[config.mk]
export PLATFORM = sky130hd
export DESIGN_NAME = sync_counter_bank_flat
export DESIGN_NICKNAME = d
export VERILOG_FILES = /design/src/rtl/sync_counter_bank_if.sv /design/src/rtl/sync_counter_bank.sv /design/src/flat_wrapper.sv
export SDC_FILE = /design/constraint.sdc
export NUM_CORES = 1
export LEC_CHECK = 0
export CELL_PAD_IN_SITES_DETAIL_PLACEMENT = 0
export CELL_PAD_IN_SITES_GLOBAL_PLACEMENT = 1
export CORE_ASPECT_RATIO = 0.7
export CORE_MARGIN = 3
export CORE_UTILIZATION = 36
export CTS_BUF_LIST = sky130_fd_sc_hd__clkbuf_8
export DETAILED_ROUTE_END_ITERATION = 12
export MAX_ROUTING_LAYER = met4
export PLACE_DENSITY = 0.82
export SLEW_MARGIN = 20
export SYNTH_ARGS = -nofsm -noshare
export SYNTH_HDL_FRONTEND = slang
export SYNTH_SLANG_ARGS = --single-unit
[constraint.sdc]
create_clock -name clk -period 2.4 [get_ports clk]
set_input_delay 0.72 -clock clk [delete_from_list [all_inputs] [get_ports clk]]
set_output_delay 0.72 -clock clk [all_outputs]
set_load 0.02 [all_outputs]
[src/rtl/sync_counter_bank_if.sv]
// Control and data bundle for sync_counter_bank: the master drives the count
// controls and load values, the slave returns the counter values and flags.
interface sync_counter_bank_if #(
  parameter int WIDTH    = 4,
  parameter int CHANNELS = 4
);
  logic                      en;
  logic                      up;
  logic                      mode;
  logic                      load;
  logic [CHANNELS*WIDTH-1:0] load_data;
  logic [CHANNELS*WIDTH-1:0] out;
  logic [CHANNELS-1:0]       tc;
  logic                      carry_out;

  modport master (
    output en, up, mode, load, load_data,
    input  out, tc, carry_out
  );

  modport slave (
    input  en, up, mode, load, load_data,
    output out, tc, carry_out
  );
endinterface

[src/rtl/sync_counter_bank.sv]
// Bank of CHANNELS modulo-MODULUS up/down counters, independent or cascaded.
// Define SYNC_COUNTER_BANK_SATURATE_EN to make the counters saturate instead of wrapping.
module sync_counter_bank #(
  parameter int WIDTH    = 4,
  parameter int CHANNELS = 4,
  parameter int MODULUS  = 16
) (
  input logic               clk,
  input logic               rst,
  sync_counter_bank_if.slave bus
);

  localparam logic [WIDTH-1:0] MAX_VAL = WIDTH'(MODULUS - 1);
  localparam logic [WIDTH:0]   MOD_EXT = (WIDTH + 1)'(MODULUS);

  logic [WIDTH-1:0]    r_cnt [CHANNELS];
  logic                r_carry;
  logic [WIDTH-1:0]    w_ld  [CHANNELS];
  logic [CHANNELS-1:0] w_tc;
  logic [CHANNELS-1:0] w_step;
  logic [CHANNELS-1:0] w_hold;

  // The cascade enable is an AND-prefix of lower terminal counts; building it
  // with a running accumulator keeps w_step free of self-reference.
  always_comb begin : tc_step
    logic w_chain;
    // NOTE: every always_comb output gets a default first so no path can infer a latch.
    w_tc    = '0;
    w_step  = '0;
    w_chain = bus.en;
    for (int i = 0; i < CHANNELS; i++) begin
      w_tc[i]   = bus.up ? (r_cnt[i] == MAX_VAL) : (r_cnt[i] == '0);
      w_step[i] = bus.mode ? w_chain : bus.en;
      w_chain   = w_chain & w_tc[i];
    end
  end

  always_comb begin : load_clamp
    logic [WIDTH-1:0] w_slice;
    for (int i = 0; i < CHANNELS; i++) begin
      w_slice = bus.load_data[i*WIDTH +: WIDTH];
      w_ld[i] = ({1'b0, w_slice} < MOD_EXT) ? w_slice : MAX_VAL;
    end
  end

`ifdef SYNC_COUNTER_BANK_SATURATE_EN
  logic w_all_tc;
  assign w_all_tc = &w_tc;

  // Cascade holds only when the whole chain sits at its terminal value.
  always_comb begin : sat_hold
    w_hold = '0;
    for (int i = 0; i < CHANNELS; i++) begin
      w_hold[i] = bus.mode ? (bus.en & w_all_tc) : (w_step[i] & w_tc[i]);
    end
  end
`else
  assign w_hold = '0;
`endif

  always_ff @(posedge clk) begin
    // NOTE: state registers use non-blocking assignments so every channel sees pre-edge values.
    if (rst) begin
      for (int i = 0; i < CHANNELS; i++) r_cnt[i] <= '0;
      r_carry <= 1'b0;
    end else if (bus.load) begin
      for (int i = 0; i < CHANNELS; i++) r_cnt[i] <= w_ld[i];
      r_carry <= 1'b0;
    end else begin
      for (int i = 0; i < CHANNELS; i++) begin
        if (w_step[i] && !w_hold[i]) begin
          if (bus.up) r_cnt[i] <= w_tc[i] ? '0      : r_cnt[i] + WIDTH'(1);
          else        r_cnt[i] <= w_tc[i] ? MAX_VAL : r_cnt[i] - WIDTH'(1);
        end
      end
`ifdef SYNC_COUNTER_BANK_SATURATE_EN
      r_carry <= 1'b0;
`else
      r_carry <= w_step[CHANNELS-1] & w_tc[CHANNELS-1];
`endif
    end
  end

  always_comb begin : drive_out
    bus.out = '0;
    for (int i = 0; i < CHANNELS; i++) bus.out[i*WIDTH +: WIDTH] = r_cnt[i];
  end

  assign bus.tc        = w_tc;
  assign bus.carry_out = r_carry;

endmodule

[src/flat_wrapper.sv]
// flat-port wrapper written by rule: the top's interface ports become plain ports
module sync_counter_bank_flat 
#(
  parameter int WIDTH    = 4,
  parameter int CHANNELS = 4,
  parameter int MODULUS  = 16
)
  (clk, rst, bus_en, bus_up, bus_mode, bus_load, bus_load_data, bus_out, bus_tc, bus_carry_out);
  sync_counter_bank_if #(.WIDTH(WIDTH), .CHANNELS(CHANNELS)) bus_i ();
  input logic clk;
  input logic rst;
  input wire logic [$bits(bus_i.en)-1:0] bus_en;
  input wire logic [$bits(bus_i.up)-1:0] bus_up;
  input wire logic [$bits(bus_i.mode)-1:0] bus_mode;
  input wire logic [$bits(bus_i.load)-1:0] bus_load;
  input wire logic [$bits(bus_i.load_data)-1:0] bus_load_data;
  output wire logic [$bits(bus_i.out)-1:0] bus_out;
  output wire logic [$bits(bus_i.tc)-1:0] bus_tc;
  output wire logic [$bits(bus_i.carry_out)-1:0] bus_carry_out;
  assign bus_i.en = bus_en;
  assign bus_i.up = bus_up;
  assign bus_i.mode = bus_mode;
  assign bus_i.load = bus_load;
  assign bus_i.load_data = bus_load_data;
  assign bus_out = bus_i.out;
  assign bus_tc = bus_i.tc;
  assign bus_carry_out = bus_i.carry_out;
  sync_counter_bank #(.WIDTH(WIDTH), .CHANNELS(CHANNELS), .MODULUS(MODULUS)) u_core (.clk(clk), .rst(rst), .bus(bus_i));
endmodule
==> results of run 1 <==
[registers in the layout, summed over array words and instances, names as in the netlist]
| name | flops |
|---|---|
| u_core.r_cnt | 16 |
| u_core.bus.carry_out | 1 |
[stage by stage]
step,setup TNS [ps],instances,cell area (um^2),total power (uW),setup WS [ps]
floorplan,0,182,1590,632,14.4
global placement,-12230,319,2420,859,-882
detailed placement,-13110,319,2420,866,-903
CTS,0,324,2490,1100,3.53
global route,-95.0,327,2520,1160,-65.8
finish,-15.5,327,2520,1110,-15.5
[final timing paths]
kind              slack, ps          startpoint                    to
setup / recovery        -20  u_core.r_cnt[0][1]             bus_tc[0]
hold / removal          800  u_core.r_cnt[1][6]  u_core.bus.carry_out
setup reg to reg        110  u_core.r_cnt[1][1]    u_core.r_cnt[1][2]
hold reg to reg         800  u_core.r_cnt[1][6]  u_core.bus.carry_out
[kinds of logic after synthesis]
group | after synthesis
AOI/OAI and AO/OA | 53
xor gates and xnor gates | 9
adders and majority gates | 11
buffers and inverters | 24
DFF | 17
muxes | 2
and+or+nand+nor | 66
[what timing repair did]
action / in CTS / in global routing
pin swaps: 3 / 0
resized for setup: 30 / 5
gates cloned: 0 / 0
setup endpoints to repair: 25 / 5
buffers inserted: 1 / 3
[routing by layer]
metal,wire length (um),part of all wire (%),GRT usage [%]
met1,2320,49,24.9
met3,271,5.8,4.14
met5,0,0,-
met4,0,0,1.35
met2,2110,45,29.2
[power by group through the flow]
stage	Combinational (uW)	Sequential, uW	Clock [uW]
5_1_grt	553	379	228
3_5_place_dp	488	378	0
2_1_floorplan	209	422	0
3_3_place_gp	482	377	0
4_1_cts	502	374	221
6_report	513	374	220
[critical path, delay by kind of cell, from the launching register on]
family,cells,cell delay (ps)
DFF,1,410
adders and majority gates,1,150
buffers and inverters,3,260
and+or+nand+nor,2,620
[synthesized netlist by cell type (all sizes together) (4+ instances only)]
cell type	n	area [um^2]
buf	7	47.5
o21ai	8	43.8
nand2	22	85.1
nor2b	4	25.0
clkbuf	4	15.0
edfxtp	16	480
nor2	13	48.8
ha	11	138
a21oi	15	82.6
a22o	4	35.0
xnor2	6	52.6
inv	13	48.8
nor3	4	20.0
[layout make-up]
| type | count | area share [%] |
|---|---|---|
| multi-input combinational | 141 | 40.4 |
| timing repair buffer | 100 | 33.5 |
| sequential | 17 | 19.8 |
| tap | 52 | 2.58 |
| inverter | 13 | 1.93 |
| clock buffer | 3 | 1.64 |
| clock inverter | 1 | 0.149 |
[cells in the final DEF, fill, tap and decap left out, drive strengths merged, types with 4 or more instances in the layout]
cell,Yosys,layout
buf,7,62
clkdlybuf4s50,0,37
nand2,22,22
edfxtp,16,16
a21oi,15,15
inv,13,14
nor2,13,13
ha,11,11
o21ai,8,8
xnor2,6,6
a22o,4,4
nor3,4,4
nor2b,4,4
==> out/results.ini, run 1 <==
[layout]
regArea_um2=500
diodes=0
drive_gt1_share_pct=32.4
nFillCells=366
utilization_pct=61.8
syn_to_final_growth_pct=58.8
fin_nets=309
multiInputGateArea_um2=1020

[placed_design]
portBuffers=42
place_congestion=0.859
hpwlAfterDp_um=3600

[yosys]
yosysSeqAreaShare_pct=31.5
ys_warn_count=0
synth_xor_area_share_pct=4.96
muxShareOfSynthArea_pct=1.26
synth_edf_count=16
synthesis.nets=215
yosys.area_share.simple_pct=22.3
synthArstFlopShare_pct=0
synth_fa_ha_area_share_pct=8.65
synth_top_family_by_area=compound AO/OA/AOI/OAI gates
syn_inst=182
synth_area_per_cell_um2=8.74
synth_compound_area_share_pct=24.3
synth_ff_type=edfxtp_1
ys_ff_latch=17
syn-cell-area_um2=1590
synth.distinct_cells=58

[drt]
drtIter0Drc=90
drc=0
final_antenna_net_count=0
wire_per_inst_um=14.4
wirelength_um=4700
first_pass_iters=4
vias=1649
drt-vias-per-instance=5.04

[outcome]
status=complete, but fails checks
violations=setup timing

[global_route]
overflow=0
grt_pass1_wl_um=7260
grt_max_degree=18
gr-usage-all-layers_pct=18.3
first_global_vias=1467
antenna_found_initial=0

[setup_path]
cp.required_ps=1680
cp-end-kind=output port
crit_chain=inv_2 > ha_4 > or4b_4 > and2_4 > inv_2 > buf_6
path_class=flip-flop to output port
slowest_delay_ps=460
worstPathArrival_ps=1700
reg2reg_depth=8
critPathSlowestCell=or4b_4
cp_max_fo=3
critPathLaunchType=flip-flop
crit_top_cell=inv_2

[floorplanning]
die_area_um2=5260
die_w_um=85.4
rows=19
fp.dieH_um=61.6
design.core.area_um2=4090
start_util_pct=38.9
ioPinCount=43

[sta]
timing.final.crit_share_pct=101
setup_ws_ps=-15.5
fmax_mhz=414
worst_slew_pin_slew_ps=523
maxSlewHeadroom_pct=64.2
fin_crit_ps=2420
slew_violations=0
finalHoldViolCount=0
rsz0062_at_grt=yes
hold_ws_ps=803
setup_viol_count_final=1
finalClockSkew_ps=5.97

[clocking]
hold_buffers=0
clk_pin_slew_ps=70
clk_latency_ps=260
htreeDepth=1
clockBufferDepth=2
tritoncts=built
cts_root_buffer=clkbuf_8
cts.sinks=17
numCtsBuffers=3

[power]
power.density_nw_per_um2=439
p_clk_share_pct=19.9
internal_power_uw=741
sw_frac_of_total_pct=33.1
seqPwrFrac_pct=33.8
comb_power_share_pct=46.3
power_switching_uw=366
worst_ir_drop_vdd_v=0.000320
leakage_uw=0.00110

[worst_hold_path]
hold_depth=3
hp-class=flip-flop to flip-flop

[run]
maxCapViolCount=0

No activity file was read; power rests on OpenSTA's default activity.
==> run 2: changes to the inputs <==
--- a/config.mk
+++ b/config.mk
@@ -12,6 +12,7 @@
 export CORE_UTILIZATION = 36
 export CTS_BUF_LIST = sky130_fd_sc_hd__clkbuf_8
 export DETAILED_ROUTE_END_ITERATION = 12
+export HOLD_SLACK_MARGIN = 0.05
 export MAX_ROUTING_LAYER = met4
 export PLACE_DENSITY = 0.82
 export SLEW_MARGIN = 20
==> results of run 2 <==
Same layout as run 1: the final DEF is identical, and so are final timing and power.
